`config.mk`:
```
export PLATFORM = sky130hd
export DESIGN_NAME = sram_bus_arbiter
export DESIGN_NICKNAME = d
export VERILOG_FILES = /design/src/rtl/sram_bus_arbiter.sv
export SDC_FILE = /design/constraint.sdc
export NUM_CORES = 1
export LEC_CHECK = 0
export ABC_AREA = 1
export BUFFER_PORTS_ARGS = -buffer_cell sky130_fd_sc_hd__buf_2
export CAP_MARGIN = 20
export CORE_MARGIN = 3
export CORE_UTILIZATION = 44
export DETAILED_ROUTE_END_ITERATION = 16
export GPL_TIMING_DRIVEN = 1
export PLACE_DENSITY = 0.66
export SLEW_MARGIN = 40
export SYNTH_ARGS = -nofsm -noshare
export SYNTH_HDL_FRONTEND = slang
export SYNTH_SLANG_ARGS = --single-unit
```
`constraint.sdc`:
```
create_clock -name clk -period 4 [get_ports clk]
set_clock_uncertainty 0.05 [all_clocks]
set_input_delay 0.8 -clock clk [delete_from_list [all_inputs] [get_ports clk]]
set_output_delay 0.8 -clock clk [all_outputs]
set_load 0.03 [all_outputs]
```
`src/rtl/sram_bus_arbiter.sv`:
```
// Two-requester arbiter for the shared address-latch + SRAM pin bus.
// Each granted transaction is expanded into the fixed latch/OE/WE strobe sequence.
module sram_bus_arbiter #(
  parameter int unsigned RD_WAIT = 0
) (
  input  logic       clk,
  input  logic       rst_n,
  input  logic       r0_req,
  input  logic       r0_we,
  input  logic [7:0] r0_addr,
  input  logic [7:0] r0_wdata,
  output logic [7:0] r0_rdata,
  output logic       r0_done,
  input  logic       r1_req,
  input  logic       r1_we,
  input  logic [7:0] r1_addr,
  input  logic [7:0] r1_wdata,
  output logic [7:0] r1_rdata,
  output logic       r1_done,
  input  logic [7:0] bus_in,
  output logic [7:0] bus_out,
  output logic [7:0] bus_oe,
  output logic       latch_le,
  output logic       mem_oe_n,
  output logic       mem_we_n,
  output logic       busy
);

  typedef enum logic [2:0] {
    S_IDLE, S_ADDR, S_LATCH, S_RD_OE, S_WR_DATA, S_WR_PULSE, S_DONE
  } state_e;

  localparam logic [3:0] RD_WAIT_C = RD_WAIT[3:0];

  state_e      state_q, state_d;
  logic        gnt_q, gnt_d;        // 0 = r0, 1 = r1
  logic        last_q, last_d;      // requester served most recently
  logic        we_q, we_d;
  logic [7:0]  addr_q, addr_d;
  logic [7:0]  wdata_q, wdata_d;
  logic [3:0]  cnt_q, cnt_d;
  logic [7:0]  r0_rdata_q, r0_rdata_d;
  logic [7:0]  r1_rdata_q, r1_rdata_d;
  logic        r0_done_q, r0_done_d;
  logic        r1_done_q, r1_done_d;
  logic [7:0]  bus_out_q, bus_out_d;
  logic        bus_oe_q, bus_oe_d;
  logic        le_q, le_d;
  logic        oe_n_q, oe_n_d;
  logic        we_n_q, we_n_d;
  logic        busy_q, busy_d;
  logic        pick;

  always_comb begin
    // NOTE: every signal assigned here gets a default first so no path can infer a latch.
    state_d    = state_q;
    gnt_d      = gnt_q;
    last_d     = last_q;
    we_d       = we_q;
    addr_d     = addr_q;
    wdata_d    = wdata_q;
    cnt_d      = cnt_q;
    r0_rdata_d = r0_rdata_q;
    r1_rdata_d = r1_rdata_q;
    pick       = 1'b0;

    case (state_q)
      S_IDLE: begin
        if (r0_req || r1_req) begin
          // On contention the requester not served last wins.
          pick    = (r0_req && r1_req) ? ~last_q : r1_req;
          gnt_d   = pick;
          we_d    = pick ? r1_we    : r0_we;
          addr_d  = pick ? r1_addr  : r0_addr;
          wdata_d = pick ? r1_wdata : r0_wdata;
          state_d = S_ADDR;
        end
      end
      S_ADDR:  state_d = S_LATCH;
      S_LATCH: begin
        cnt_d   = 4'd0;
        state_d = we_q ? S_WR_DATA : S_RD_OE;
      end
      S_RD_OE: begin
        if (cnt_q == RD_WAIT_C) begin
          if (gnt_q) r1_rdata_d = bus_in;
          else       r0_rdata_d = bus_in;
          state_d = S_DONE;
        end else begin
          cnt_d = cnt_q + 4'd1;
        end
      end
      S_WR_DATA:  state_d = S_WR_PULSE;
      S_WR_PULSE: state_d = S_DONE;
      S_DONE: begin
        last_d  = gnt_q;
        state_d = S_IDLE;
      end
      default: state_d = S_IDLE;
    endcase

    // Outputs are registered, so they are decoded from the state being entered.
    bus_out_d = 8'h00;
    bus_oe_d  = 1'b0;
    le_d      = 1'b0;
    oe_n_d    = 1'b1;
    we_n_d    = 1'b1;
    case (state_d)
      S_ADDR: begin
        bus_out_d = addr_d;
        bus_oe_d  = 1'b1;
        le_d      = 1'b1;
      end
      S_LATCH: begin
        bus_out_d = addr_d;
        bus_oe_d  = 1'b1;
      end
      S_RD_OE: oe_n_d = 1'b0;
      S_WR_DATA: begin
        bus_out_d = wdata_d;
        bus_oe_d  = 1'b1;
      end
      S_WR_PULSE: begin
        bus_out_d = wdata_d;
        bus_oe_d  = 1'b1;
        we_n_d    = 1'b0;
      end
      S_DONE: begin
        // Write data stays on the bus one more cycle for SRAM hold time.
        if (we_d) begin
          bus_out_d = wdata_d;
          bus_oe_d  = 1'b1;
        end
      end
      default: ;
    endcase

    r0_done_d = (state_d == S_DONE) && !gnt_d;
    r1_done_d = (state_d == S_DONE) &&  gnt_d;
    busy_d    = (state_d != S_IDLE);
  end

  always_ff @(posedge clk or negedge rst_n) begin
    if (!rst_n) begin
      state_q    <= S_IDLE;
      gnt_q      <= 1'b0;
      last_q     <= 1'b1;
      we_q       <= 1'b0;
      addr_q     <= 8'h00;
      wdata_q    <= 8'h00;
      cnt_q      <= 4'd0;
      r0_rdata_q <= 8'h00;
      r1_rdata_q <= 8'h00;
      r0_done_q  <= 1'b0;
      r1_done_q  <= 1'b0;
      bus_out_q  <= 8'h00;
      bus_oe_q   <= 1'b0;
      le_q       <= 1'b0;
      oe_n_q     <= 1'b1;
      we_n_q     <= 1'b1;
      busy_q     <= 1'b0;
    end else begin
      // NOTE: non-blocking assignments so every flop samples pre-edge values.
      state_q    <= state_d;
      gnt_q      <= gnt_d;
      last_q     <= last_d;
      we_q       <= we_d;
      addr_q     <= addr_d;
      wdata_q    <= wdata_d;
      cnt_q      <= cnt_d;
      r0_rdata_q <= r0_rdata_d;
      r1_rdata_q <= r1_rdata_d;
      r0_done_q  <= r0_done_d;
      r1_done_q  <= r1_done_d;
      bus_out_q  <= bus_out_d;
      bus_oe_q   <= bus_oe_d;
      le_q       <= le_d;
      oe_n_q     <= oe_n_d;
      we_n_q     <= we_n_d;
      busy_q     <= busy_d;
    end
  end

  assign r0_rdata = r0_rdata_q;
  assign r1_rdata = r1_rdata_q;
  assign r0_done  = r0_done_q;
  assign r1_done  = r1_done_q;
  assign bus_out  = bus_out_q;
  assign bus_oe   = {8{bus_oe_q}};
  assign latch_le = le_q;
  assign mem_oe_n = oe_n_q;
  assign mem_we_n = we_n_q;
  assign busy     = busy_q;

endmodule
```
==> results.yml <==
global_routing:
  grt_pass1_wl_um: 9880
  grt_max_degree: 43
  overflow: 0
  antenna_found_initial: 0
  grt_usage: 0.176
  grt_pass1_vias: 2098
power_and_ir_drop:
  p_sw_w: 0.00139
  vdd_drop_max_v: 0.000493
  clkPwrFrac: 0.160
  swShare: 0.476
  power_frac_seq: 0.329
  internal-power_w: 0.00153
  p_leak_nw: 1.81
  p_per_area_nw_per_um2: 881
  combPwrFrac: 0.512
synth:
  synth_top_area_share: 0.495
  synth-seq-cells: 57
  ys_types: 30
  ys_warn_count: 0
  syn-cell-area_um2: 2730
  synth.largest_area_cell: "dfrtp_1"
  ys_seq_area_frac: 0.524
  synth.net_count: 360
  synth_area_leaders: "dfrtp_1, nand2_1, nand3_1"
  postSynthCellCount: 312
  syn_avg_cell_area_um2: 8.74
layout:
  mostFrequentLayoutCells: "nand2_1, buf_2, dfrtp_1"
  fill_cells: 560
  layout_commonest_cell: "nand2_1"
  drive_gt1_frac: 0.336
  nNetsFinal: 442
  syn_to_final_growth_pct: 21.8
  num_antenna_cells: 0
sta:
  final_max_slew_viol_count: 0
  slew-limit-headroom: 0.653
  fmax_ghz: 0.530
  hold_viol_final: 0
  finalCritPeriodShare: 0.472
  worst_slack_ns: 2.11
  rsz0062_at_grt: "false"
  setup_viol: 0
  final.min_clock_period_ns: 1.89
  worst_pin_slew_ns: 0.520
  finalSetupTns_ns: 0
cts:
  clock_latency_ns: 0.33
  postCtsHoldBufs: 0
  clk_path_buf_depth: 2
  post_cts_resized: 0
  htree_num_levels: 3
  postCtsSetupBuffers: 0
  cts_sinks: 57
  path_clk_slew_ns: 0.07
  cts_tree: "yes"
  cts_root_buf: "clkbuf_8"
  numCtsBuffers: 9
worst_setup_path:
  crit_fanout: 19
  endpoint_kind: "register"
  critical_path_class: "primary input to register"
  critical_path_arrival_ns: 2.05
  crit_path_top_delay_cell: "nand2_2"
  crit_buf_inv: 2
  cp_cell_sequence: "buf_2 -> nand2_1 -> nand2_2 -> inv_2 -> nand2_1 -> nand3_1 -> nand2_2 -> nor2_1 -> nand2_1 -> nand3_1"
  cp.required_ns: 4.16
  cp-start-kind: "primary input"
  cpMostUsedCell: "nand2_1"
  slowest_delay_ns: 0.28
  critPathTopFamily: "simple AND/OR/NAND/NOR gates"
die:
  rows: 28
  die_w_um: 84.7
  die_h_um: 84.7
  core_area_um2: 5960
  initial_utilization: 0.458
  die-area_um2: 7180
  io_pins: 84
run:
  maxCapViolCount: 0
route:
  drt_iter0_drc: 121
  wire_per_inst_um: 12.3
  vias_per_cell: 4.81
  drt_wl_total_um: 5820
  drc: 0
  num_vias: 2279
  dr.pass1.iters: 4
  ant_nets: 0
hold_path:
  hold_class: "primary input to async pin"
outcome:
  outcome: "finished clean"
placement:
  dpl.hpwl_um: 4290
  io_buffers: 83
  gp_congestion: 0.787
  dp_slack_ns: 1.72
final cells by class:
cell class / count / area, um2 / area share
flip-flops and latches: 57 / 1430 / 0.430
repair buffers: 84 / 425 / 0.128
clock buffers: 11 / 141 / 0.0425
clock inverters: 5 / 31.3 / 0.00941
inverters: 32 / 125 / 0.0377
multi-input cells: 210 / 1080 / 0.324
well taps: 75 / 93.8 / 0.0282
state kept, by name (all words and copies together) (netlist names), 3 cells and up:
name,flops
r0_rdata,8
state_q,3
addr_q,8
wdata_q,8
r1_rdata,8
cnt_q,4
bus_out,8
power by group through the flow:
| stage | Sequential, W | Clock [W] | Combinational [W] |
|---|---|---|---|
| finish | 0.000962 | 0.000467 | 0.00150 |
| global route | 0.000994 | 0.000509 | 0.00166 |
| CTS | 0.000964 | 0.000476 | 0.00152 |
| detailed placement | 0.000971 | 0 | 0.00151 |
| global placement | 0.000971 | 0 | 0.00149 |
| floorplan | 0.00124 | 0 | 0.000920 |
synth_stat cells:
library cell / number
nand3_4: 1
mux2_2: 8
clkbuf_1: 1
o31ai_1: 1
xor2_1: 2
o21a_1: 8
buf_2: 2
buf_4: 8
a31oi_1: 1
o22ai_2: 1
nand4_1: 1
clkinv_1: 1
inv_1: 22
inv_2: 7
nand3_1: 38
nand2_1: 113
nor2_8: 2
o21ai_0: 4
ha_1: 2
a21oi_1: 2
buf_6: 2
nor2_2: 2
nand3_2: 3
nand2_2: 3
a21oi_2: 1
dfstp_2: 3
nor2_4: 2
nor2_1: 15
inv_4: 2
dfrtp_1: 54
cells by family after synthesis:
logic type / share of synthesized area
adder cells (fa/ha/maj): 0.00917
buffers and inverters: 0.0812
AO/OA/AOI/OAI: 0.0459
XOR/XNOR: 0.00642
multiplexers: 0.0330
flip-flops: 0.524
AND/OR/NAND/NOR: 0.300
through the flow:
stage	instance area, um2	utilization	cells	power (W)	hold slack [ns]
finish	3320	0.558	474	0.00293	0.396
global route	3320	0.558	474	0.00316	0.419
CTS	3320	0.558	474	0.00296	0.404
detailed placement	3150	0.529	458	0.00249	0.403
global placement	3150	0.529	458	0.00246	0.400
floorplan	2730	-	312	0.00216	0.412
worst register-to-register path, delay by kind of cell, from the launching register on:
family / cells / cell delay, ns
DFF: 1 / 0.53
buffers and inverters: 1 / 0.22
and+or+nand+nor: 8 / 0.94
path summary, 6_finish.rpt:
| check | from | endpoint | slack, ns | cells past startpoint |
|---|---|---|---|---|
| max | r0_req | bus_out[4]$_DFF_PN0_ | 2.11 | 10 |
| min | rst_n | cnt_q[1]$_DFFE_PN0P_ | 0.40 | 1 |
| max reg2reg | last_q$_DFFE_PN1N_ | bus_out[4]$_DFF_PN0_ | 2.15 | 9 |
| min reg2reg | r0_rdata[4]$_DFFE_PN0P_ | r0_rdata[4]$_DFFE_PN0P_ | 0.42 | 2 |
| max in group asynchronous | rst_n | wdata_q[4]$_DFF_PN0_ | 2.90 | 2 |
| min in group clk | r0_rdata[4]$_DFFE_PN0P_ | r0_rdata[4]$_DFFE_PN0P_ | 0.42 | 2 |
layer usage:
metal	part of all wire	GRT usage
met1	0.47	0.234
met2	0.44	0.272
met3	0.079	0.0628
met4	0.013	0.0518
met5	0	0
Note: power is estimated with default switching activity, not from simulation.
